==> src/rtl/fp_minmax_stream.sv <==
// fp_minmax_stream: streaming min/max reduction over frames of Len raw
// floating-point samples. It reports the frame maximum and minimum together
// with the index of the first sample holding each value.
// Optional build macro FPMM_NAN_SKIP_EN: NaN samples still count toward Len
// but are left out of the comparison. A frame made only of NaNs reports the
// canonical qNaN with both indices at 0.
//
// Handshake rules, for both ports:
// - A beat transfers on a rising clk edge where valid && ready.
// - in_ready is high in IDLE and ACCUM.
// - out_valid is high only in DONE, and the result holds there until out_ready.
module fp_minmax_stream #(
  parameter int Bits = 16,
  parameter int ExpW = 5,
  parameter int Len  = 8,
  localparam int IdxW = (Len > 1) ? $clog2(Len) : 1
) (
  input  logic            clk,
  input  logic            rst,
  input  logic [Bits-1:0] in_data,
  input  logic            in_valid,
  output logic            in_ready,
  output logic [Bits-1:0] max_val,
  output logic [Bits-1:0] min_val,
  output logic [IdxW-1:0] max_idx,
  output logic [IdxW-1:0] min_idx,
  output logic            out_valid,
  input  logic            out_ready,
  output logic [1:0]      dbg_state
);

  localparam int CntW = $clog2(Len + 1);
  localparam logic [1:0] S_IDLE  = 2'd0;
  localparam logic [1:0] S_ACCUM = 2'd1;
  localparam logic [1:0] S_DONE  = 2'd2;
  localparam logic [Bits-1:0] QNAN =
    {1'b0, {ExpW{1'b1}}, 1'b1, {(Bits-ExpW-2){1'b0}}};

  logic [1:0]      r_state;
  logic [CntW-1:0] r_cnt;
  logic [Bits-1:0] r_max_val;
  logic [Bits-1:0] r_min_val;
  logic [IdxW-1:0] r_max_idx;
  logic [IdxW-1:0] r_min_idx;
  logic            r_have;
  logic            w_accept;
  logic            w_nan;
  logic            w_last;

  // Strict "a is greater than b" on raw sign/magnitude bits.
  // This puts +0 above -0, and equal bit patterns are never greater.
  function automatic logic f_gt(input logic [Bits-1:0] a, input logic [Bits-1:0] b);
    if (a[Bits-1] != b[Bits-1])
      return ~a[Bits-1];
    else if (!a[Bits-1])
      return a[Bits-2:0] > b[Bits-2:0];
    else
      return a[Bits-2:0] < b[Bits-2:0];
  endfunction

  assign w_accept = in_valid && (r_state != S_DONE);
  assign w_last   = (r_cnt == CntW'(Len - 1));

`ifdef FPMM_NAN_SKIP_EN
  assign w_nan = (&in_data[Bits-2 -: ExpW]) && (|in_data[Bits-ExpW-2:0]);
`else
  assign w_nan = 1'b0;
`endif

  // Frame sequencing and tracker update.
  // r_have marks that a comparable (non-NaN) sample has initialised the trackers.
  always_ff @(posedge clk) begin
    if (rst) begin
      r_state   <= S_IDLE;
      r_cnt     <= '0;
      r_max_val <= '0;
      r_min_val <= '0;
      r_max_idx <= '0;
      r_min_idx <= '0;
      r_have    <= 1'b0;
    end else begin
      case (r_state)
        S_IDLE: begin
          if (w_accept) begin
            r_cnt     <= CntW'(1);
            r_max_idx <= '0;
            r_min_idx <= '0;
            r_max_val <= w_nan ? QNAN : in_data;
            r_min_val <= w_nan ? QNAN : in_data;
            r_have    <= ~w_nan;
            r_state   <= (Len == 1) ? S_DONE : S_ACCUM;
          end
        end
        S_ACCUM: begin
          if (w_accept) begin
            r_cnt <= r_cnt + CntW'(1);
            if (!w_nan) begin
              if (!r_have) begin
                r_max_val <= in_data;
                r_min_val <= in_data;
                r_max_idx <= r_cnt[IdxW-1:0];
                r_min_idx <= r_cnt[IdxW-1:0];
                r_have    <= 1'b1;
              end else begin
                if (f_gt(in_data, r_max_val)) begin
                  r_max_val <= in_data;
                  r_max_idx <= r_cnt[IdxW-1:0];
                end
                if (f_gt(r_min_val, in_data)) begin
                  r_min_val <= in_data;
                  r_min_idx <= r_cnt[IdxW-1:0];
                end
              end
            end
            if (w_last)
              r_state <= S_DONE;
          end
        end
        S_DONE: begin
          if (out_ready) begin
            r_state <= S_IDLE;
            r_cnt   <= '0;
          end
        end
        default: r_state <= S_IDLE;
      endcase
    end
  end

  assign in_ready  = (r_state != S_DONE);
  assign out_valid = (r_state == S_DONE);
  assign max_val   = r_max_val;
  assign min_val   = r_min_val;
  assign max_idx   = r_max_idx;
  assign min_idx   = r_min_idx;
  assign dbg_state = r_state;

endmodule

==> config.mk <==
export PLATFORM = sky130hd
export DESIGN_NAME = fp_minmax_stream
export DESIGN_NICKNAME = d
export VERILOG_FILES = /design/src/rtl/fp_minmax_stream.sv
export SDC_FILE = /design/constraint.sdc
export NUM_CORES = 1
export LEC_CHECK = 0
export CAP_MARGIN = 25
export CORE_UTILIZATION = 40
export CTS_CLUSTER_SIZE = 14
export DETAILED_ROUTE_END_ITERATION = 12
export PLACE_DENSITY = 0.6
export SLEW_MARGIN = 20
export SYNTH_ARGS = -nofsm -noshare
export SYNTH_HDL_FRONTEND = slang
export SYNTH_SLANG_ARGS = --single-unit
==> constraint.sdc <==
create_clock -name clk -period 2.9 [get_ports clk]
set_input_delay 0.58 -clock clk [delete_from_list [all_inputs] [get_ports clk]]
set_output_delay 0.58 -clock clk [all_outputs]
set_load 0.005 [all_outputs]
# Word level (Yosys, flattened, before mapping)

Cells that the tools add are included.

Register bits: 45
Bits in latches: 0
RAM bits: 0
ROM bits: 0
Memories: 0

Add/sub/neg operators: 1
$mul: 0
Div/mod/pow operators: 0
Magnitude comparators: 4
Equal/unequal tests: 12
Shift-type cells: 0
Multiplexer cells: 39
Bitwise gates (word level): 2
Reduce and logical (&&, ||, !) cells: 10

Operators with widths:

| operator                                                         | count |
|---|---|
| 16-bit 2-to-1 mux                                                | 7 |
| 16-bit one-hot mux with 2 select lines                           | 2 |
| 15-bit > comparator                                              | 2 |
| 15-bit < comparator                                              | 2 |
| 3-bit 2-to-1 mux                                                 | 7 |
| 4-bit AND reduction                                              | 4 |
| 1-bit 2-to-1 mux                                                 | 12 |
| 4-bit 2-to-1 mux                                                 | 3 |
| 3-bit one-hot mux with 2 select lines                            | 2 |
| 4-bit one-hot mux with 3 select lines                            | 1 |
| 2-bit 2-to-1 mux                                                 | 4 |
| 2-bit != test (second input constant)                            | 4 |
| 3-bit != test (second input constant)                            | 2 |
| 2-bit one-hot mux with 3 select lines                            | 1 |
| 4-bit by 1-bit adder with 4-bit output (second input constant)   | 1 |
| 4-bit by 3-bit == test with 1-bit output (second input constant) | 1 |
| 3-bit nonzero test                                               | 1 |
| 2-bit by 1-bit == test with 1-bit output (second input constant) | 1 |
| 2-bit == test (second input constant)                            | 1 |
| 2-bit logical NOT                                                | 1 |
| 1-bit != test                                                    | 2 |
| 2-bit by 1-bit != test with 1-bit output (second input constant) | 1 |
| 1-bit inverter                                                   | 2 |
| 2-bit AND reduction                                              | 1 |
| 3 further kinds                                                  | 3 |

# Longest topological paths before layout

Gate-level depths: netlist of the first run.

Word-level depth: 11
Depth in mapped cells: 10
Depth with buffers taken out: 8

# Worst setup path after synthesis of the first run

No wires, ideal clock.

Path type: input -> register
From: in in_data[6]
To: reg r_min_val[0] (netlist: min_val[0])
Data arrival time: 2.395 ns
Setup slack: 0.442 ns
Stages: 10
Buffers on the path: 2
Cell sequence: inv_1 ha_1 a21oi_1 o21ai_0 o21ba_4 nor4_2 buf_6 buf_4 o2111ai_1 nand3_1

Longest elaborated chain between the ends: 9
Elaborated cells between the ends (all ways): 10

Ends and longest elaborated chain:

| what                                                       | RTL line | text |
|---|---|---|
| from (decl)                                                | 20       | `input logic [Bits-1:0] in_data,` |
| 15-bit > comparator or 15-bit < comparator (tied branches) | 56, 58   |  |
| 1-bit 2-to-1 mux (*)                                       | 55       | `else if (!a[Bits-1])` |
| 1-bit 2-to-1 mux (*)                                       | 53       | `if (a[Bits-1] != b[Bits-1])` |
| 1-bit 2-to-1 mux (*)                                       | 98       | `if (!r_have) begin` |
| 1-bit 2-to-1 mux (*)                                       | 95       | `if (w_accept) begin` |
| 1-bit 2-to-1 mux (*)                                       | 82       | `case (r_state)` |
| 1-bit 2-to-1 mux (*)                                       | 73       | `if (rst) begin` |
| 3-bit != test (no line) (*)                                | n/a      |  |
| 4-bit AND reduction (no line) (*)                          | n/a      |  |
| to (signal assigned)                                       | 89       | `r_min_val <= w_nan ? QNAN : in_data;` |
| to (signal assigned)                                       | 100      | `r_min_val <= in_data;` |
| to (signal assigned)                                       | 110      | `r_min_val <= in_data;` |
| to (decl)                                                  | 42       | `logic [Bits-1:0] r_min_val;` |

Mark *: on every way between the ends. The rest lies on a longest branch, timed or not. The select of a mux whose other input is x is not followed.
A chain may end at the register's enable or synchronous reset.

# Final worst setup path of the first run

From: in in_data[10]
To: reg r_min_idx[2] (netlist: min_idx[2])

Longest elaborated chain between the ends: 9
Elaborated cells between the ends (all ways): 10

Ends and longest elaborated chain:

| what                                                       | RTL line | text |
|---|---|---|
| 15-bit > comparator or 15-bit < comparator (tied branches) | 56, 58   |  |
| 1-bit 2-to-1 mux (*)                                       | 55       |  |
| 1-bit 2-to-1 mux (*)                                       | 53       |  |
| 1-bit 2-to-1 mux (*)                                       | 98       |  |
| 1-bit 2-to-1 mux (*)                                       | 95       |  |
| 1-bit 2-to-1 mux (*)                                       | 82       |  |
| 1-bit 2-to-1 mux (*)                                       | 73       |  |
| 3-bit != test (no line) (*)                                | n/a      |  |
| 4-bit AND reduction (no line) (*)                          | n/a      |  |
| to (signal assigned)                                       | 102      | `r_min_idx <= r_cnt[IdxW-1:0];` |
| to (signal assigned)                                       | 111      | `r_min_idx <= r_cnt[IdxW-1:0];` |
| to (decl)                                                  | 44       | `logic [IdxW-1:0] r_min_idx;` |

Marks and branches as above.

==> key figures, run 1 <==
Run status
  – Outcome: finished, final reports clean

Global routing
  – Antenna violations before repair: 0
  – All-layer global routing usage: 22.3%
  – Vias in the first global route: 3362
  – Largest net degree at the start of global routing: 46
  – M3 GR Usage: 2.91%
  – Most used routing layer: met2
  – Met1 usage: 30.2%
  – First-pass GRT wire length: 15.7 mm
  – Final global-route overflow total: 0
  – GR Util met2: 37.3%

Placed design
  – Final HPWL DP: 7.06 mm
  – Port Buf Inserts: 61
  – Post-place setup slack: -0.287 ns
  – Inst Count DP: 600
  – Routability cong.: 0.789

STA
  – Setup TNS: 0 ns
  – Fin. Hold Viols: 0
  – Unrepaired setup endpoints after global routing: no
  – FMAX: 0.357 GHz
  – Max-slew violation count: 0
  – Rel. slew slack: 65.4%
  – Clock skew: 0.0112 ns
  – Fin crit share: 96.7%
  – Slew @ Worst Pin: 0.516 ns
  – # setup viols final: 0
  – Min Tclk post-route: 2.80 ns
  – Final worst slack: 0.0954 ns

CTS
  – TritonCTS Buffers: 5
  – Clock Path Buffers: 2
  – Reg clk slew, reported paths: 0.08 ns
  – H-tree depth: 2
  – CTS root buffer: clkbuf_8
  – Clk_lat worst skew: 0.30 ns
  – CTS tree: done
  – CTS hold repair buffers: 0
  – Sink Count: 45

Yosys
  – Yosys warnings: 0
  – FF+latch count, synth: 45
  – Cell Area, Synth: 3380 um2
  – Net Count, Synth: 477
  – Post-Syn Instances: 423
  – Register area share after synthesis: 26.7%
  – Avg Synthesized Cell Area: 7.98 um2
  – Distinct cells, synth: 40

Setup path
  – CP Max Fanout: 12
  – Worst EP arrival: 3.04 ns
  – Kind of critical path: input port to flip-flop
  – Crit path launch type: input port
  – Worst Path Buf+Inv: 3
  – WP data required: 3.14 ns
  – Worst path top cell family by delay: buffers and inverters
  – Critical Path, Cell by Cell: clkdlybuf4s50_1 -> inv_1 -> ha_1 -> a211oi_2 -> o21a_1 -> nor3_1 -> o31a_2 -> buf_4 -> or4_1 -> nand3_1
  – Max incr delay on CP: 0.52 ns
  – Crit. End Element: flip-flop
  – Crit path max-delay cell type: clkdlybuf4s50_1

Detailed routing
  – Avg WL per Cell: 15.8 um
  – Antenna-violating nets left: 0
  – Via/cell ratio: 6.01
  – Via count: 3647
  – Iter 0 DRT Violations: 157
  – Number of remaining DRC errors: 0
  – Router iterations before antenna repair: 5
  – Routed Wire Length: 9.57 mm

Floorplanning
  – Die Footprint: 8810 um2
  – Die width: 93.9 um
  – Initial Util: 41.3%
  – Row cnt: 33
  – IO Pins: 62
  – Core area: 8180 um2
  – Die Ht: 93.9 um

Layout
  – Antenna Cells: 0
  – Most common cell after layout, fill and taps aside: clkdlybuf4s50_1
  – Area grow syn2layout: 33.5%
  – Post-Layout Cell Count: 607
  – Commonest non-fill, non-tap cells in the layout: clkdlybuf4s50_1 (58), dfxtp_1 (45), buf_4 (43)
  – Fillers: 795
  – Fin nets: 556
  – Share of cells above drive strength 1: 13.9%

Run
  – Number of max-cap violations: 0

Hold path
  – Hold Path Class: flip-flop to flip-flop

Pwr
  – Final Total Pwr: 2.07 mW
  – PwrDens: 458 nW/um2
  – Leakage Power: 1.84 nW
  – VDD IR-drop max: 0.000213 V
## power by group
part | internal [mW] | switching (mW) | total [mW]
Combinational | 0.445 | 0.432 | 0.876
Sequential | 0.695 | 0.0867 | 0.782
Clock | 0.190 | 0.218 | 0.408
## Yosys cell counts, drive strengths merged
master	n	area (um2)
and2	1	6.26
a31oi	36	225
a211oi	3	22.5
ha	34	425
nand4	2	12.5
nor4	2	33.8
nor2	12	45.0
o221a	1	11.3
nor2b	3	18.8
nand2b	1	6.26
o21a	2	15.0
dfxtp	45	901
a21oi	13	65.1
nand3	44	220
clkbuf	23	88.8
nand3b	3	22.5
o31a	2	18.8
a21o	4	30.0
or3	5	36.3
and3	1	6.26
o2111ai	36	315
a22oi	1	7.51
nor3	20	100
buf	14	95.1
o21ba	2	32.5
o21bai	1	7.51
nand2	26	97.6
o21ai	8	43.8
or4	37	278
inv	35	131
nand4b	2	17.5
mux2i	4	40.0
## layout make-up
class                   instances  area, um2  area share (%)
multi-input cells             306       2220            49.2
well taps                     105        131            2.91
inverters                      35        131            2.91
repair buffers                109       1040            23.1
clock buffers                   7       86.3            1.92
flip-flops and latches         45        901            20.0
## logic make-up after synthesis
group	share of synthesized area [%]
simple gates	26.7
compound gates	23.5
buf+inv	9.34
flops	26.7
fa+ha+maj	12.6
mux	1.19
## flip-flops by register name (all words and copies together) (netlist names)
signal / flops
max_idx: 3
min_val: 16
min_idx: 3
r_have: 1
max_val: 16
r_cnt: 4
dbg_state: 2
## worst min-delay path, delay by kind of cell, from the launching register on
kind | cells | cell delay [ns]
compound gates | 2 | 0.13
flops | 1 | 0.32
## worst paths after layout
kind | start | end | slack, ns | cells past startpoint
max | in_data[10] | min_idx[2] | 0.1 | 10
min | r_cnt[3] | r_cnt[3] | 0.50 | 2
max reg2reg | max_val[14] | max_idx[0] | 0.43 | 9
min reg2reg | r_cnt[3] | r_cnt[3] | 0.50 | 2
## through the flow
step	utilization [%]	instance area [um2]	hold slack, ns
floorplan	-	3380	0.452
CTS	54.6	4460	0.501
finish	55.1	4510	0.501
global placement	53.6	4380	0.463
detailed placement	53.6	4380	0.479
global route	55.1	4510	0.534
## repair_timing
item / 4_1_cts / 5_1_grt
gates resized for setup: 0 / 11
setup buffers: 0 / 0
endpoints found under the setup margin: 0 / 23
## per-layer routing
metal | wire [um] | vias to the layer above
met5 | 0 | -
met4 | 75 | 0
met3 | 459 | 7
met2 | 4560 | 99
met1 | 4470 | 1724
li1 | - | 1817
No activity file was read; power rests on OpenSTA's default activity.
==> run 2, diff against run 1 <==
Settings changed: CORE_MARGIN set to 8, SETUP_SLACK_MARGIN set to 0.1.
==> run 2 against run 1 <==
Clock skew down 0.00068 ns. Die area grew 32%. Sequential share of layout area down 1.1 points. Clock power grew 22%. Cell count increased by 2.3%. Design area rose by 5.9%. Global-route usage down 4.2 points. Routed wire length grew 11%. Power rose by 7.3%. Clock-buffer cell count down 1. First-iteration DRC count fell by 25%.
==> key figures, run 2 (same netlist as run 1, synthesis figures left out) <==
Floorplanning
  – Die Footprint: 11600 um2
  – Core area: 8220 um2
  – Die Ht: 108 um
  – IO Pins: 62
  – Row cnt: 33
  – Die width: 108 um
  – Initial Util: 41.1%

Detailed routing
  – Via count: 3702
  – Number of remaining DRC errors: 0
  – Routed Wire Length: 10.6 mm
  – Via/cell ratio: 5.96
  – Iter 0 DRT Violations: 117
  – Avg WL per Cell: 17.1 um
  – Antenna-violating nets left: 0
  – Router iterations before antenna repair: 4

Global routing
  – Vias in the first global route: 3610
  – First-pass GRT wire length: 17.5 mm
  – Antenna violations before repair: 0
  – Final global-route overflow total: 0
  – Largest net degree at the start of global routing: 52
  – All-layer global routing usage: 18.1%

CTS
  – TritonCTS Buffers: 5
  – CTS hold repair buffers: 0
  – Clk_lat worst skew: 0.31 ns
  – CTS root buffer: clkbuf_8
  – Reg clk slew, reported paths: 0.10 ns
  – H-tree depth: 2
  – Clock Path Buffers: 2
  – Sink Count: 45
  – CTS tree: done

Pwr
  – Int Pwr: 1.43 mW
  – Switching power total: 786 uW
  – Flop pwr share: 35.6%
  – Switching share of power: 35.4%
  – Clock share of power: 22.4%
  – Final Total Pwr: 2.22 mW
  – PwrDens: 464 nW/um2
  – Comb pwr share: 42.0%
  – VDD IR-drop max: 0.000267 V
  – Leakage Power: 2.00 nW

STA
  – WHS: 0.489 ns
  – Final worst slack: 0.167 ns
  – Min Tclk post-route: 2.73 ns
  – Fin. Hold Viols: 0
  – Clock skew: 0.0105 ns
  – Slew @ Worst Pin: 0.542 ns
  – Max-slew violation count: 0
  – Rel. slew slack: 63.8%
  – Unrepaired setup endpoints after global routing: no
  – # setup viols final: 0
  – FMAX: 0.366 GHz
  – Fin crit share: 94.3%

Setup path
  – Worst EP arrival: 2.99 ns
  – Crit path max-delay cell type: or4_1
  – Worst Reg2Reg Path Length in Cells: 10
  – CP Max Fanout: 22
  – Crit path launch type: input port
  – Critical Path, Cell by Cell: clkdlybuf4s50_1 -> ha_1 -> a21oi_1 -> o21ai_0 -> o21ba_4 -> o31a_1 -> buf_12 -> or4_1 -> nand3_1
  – Crit. End Element: flip-flop
  – Max incr delay on CP: 0.49 ns
  – Kind of critical path: input port to flip-flop
  – WP data required: 3.15 ns

Placed design
  – Post-place setup slack: -0.425 ns
  – Routability cong.: 0.821
  – Final HPWL DP: 7.76 mm
  – Inst Count DP: 610
  – Port Buf Inserts: 61
  – Post-Place Cell Area: 4470 um2

Layout
  – Share of cells above drive strength 1: 18.8%
  – Post-Layout Cell Count: 621
  – Sequential cell area: 901 um2
  – Most common cell after layout, fill and taps aside: buf_4
  – Fin area: 4780 um2
  – Area grow syn2layout: 41.4%
  – Fin nets: 569
  – Antenna Cells: 0
  – Multi-input gate area: 2330 um2
  – Commonest non-fill, non-tap cells in the layout: buf_4 (55), clkdlybuf4s50_1 (50), dfxtp_1 (45)
  – Fillers: 743

Run
  – Number of max-cap violations: 0

Hold path
  – WHS Path Cells: 2
  – Hold Path Class: flip-flop to flip-flop

Run status
  – Outcome: finished, final reports clean
[run 2: cell types whose count changed in the layout (fill, tap and decap cells not counted), sizes merged]
cell,change
clkdlybuf4s50,-8
bufinv,+1
buf,+13
clkinv,+1
clkbuf,-1
dlymetal6s2s,+8
[run 2: per-stage QoR]
step	setup TNS (ns)	util, %
global placement	-9.58	54.3
detailed placement	-10.92	54.3
global route	0	58.1
CTS	0	56.6
floorplan	0	-
finish	0	58.1
[run 2: worst paths after layout]
path | start | end | slack, ns
worst max-delay path | in_data[4] | max_val[12] | 0.17
worst min-delay path | r_cnt[3] | r_cnt[3] | 0.49
worst max register to register | max_val[14] | max_val[12] | 0.33
worst min register to register | r_cnt[3] | r_cnt[3] | 0.49
[run 2: power groups by stage]
stage                     Sequential [mW]  Clock, mW  Combinational (mW)
after floorplan                     0.781          0               0.436
after global placement              0.798          0               0.855
after detailed placement            0.800          0               0.869
after CTS                           0.788      0.514               0.903
after global routing                0.802      0.534                1.02
final                               0.789      0.496               0.932
[run 2: critical path: cells and delay by family]
kind	cells	cell delay, ns
adder cells (fa/ha/maj)	1	0.32
AO/OA/AOI/OAI	4	0.88
AND/OR/NAND/NOR	2	0.59
buffers and inverters	2	0.61
[run 2: cell type report]
| type | count | share of cell area [%] |
|---|---|---|
| sequential | 45 | 18.9 |
| clock buffer | 6 | 1.52 |
| inverter | 35 | 2.75 |
| clock inverter | 2 | 0.812 |
| multi-input combinational | 306 | 48.8 |
| timing repair buffer | 122 | 24.5 |
| tap | 105 | 2.75 |
[run 2: per-layer routing]
| layer | vias to the layer above | share of wire, % | track usage [%] | wire length (um) |
|---|---|---|---|---|
| li1 | 1839 | - | - | - |
| met1 | 1762 | 46 | 23.0 | 4920 |
| met2 | 93 | 49 | 29.9 | 5170 |
| met3 | 8 | 4.3 | 3.53 | 458 |
| met4 | 0 | 0.91 | 6.24 | 97 |
| met5 | - | 0 | 0 | 0 |
[run 2: repair_timing]
| action | 4_1_cts | 5_1_grt |
|---|---|---|
| gates resized for setup | 7 | 25 |
| setup buffers | 3 | 0 |
| pin swaps | 6 | 5 |
| setup endpoints to repair | 30 | 35 |
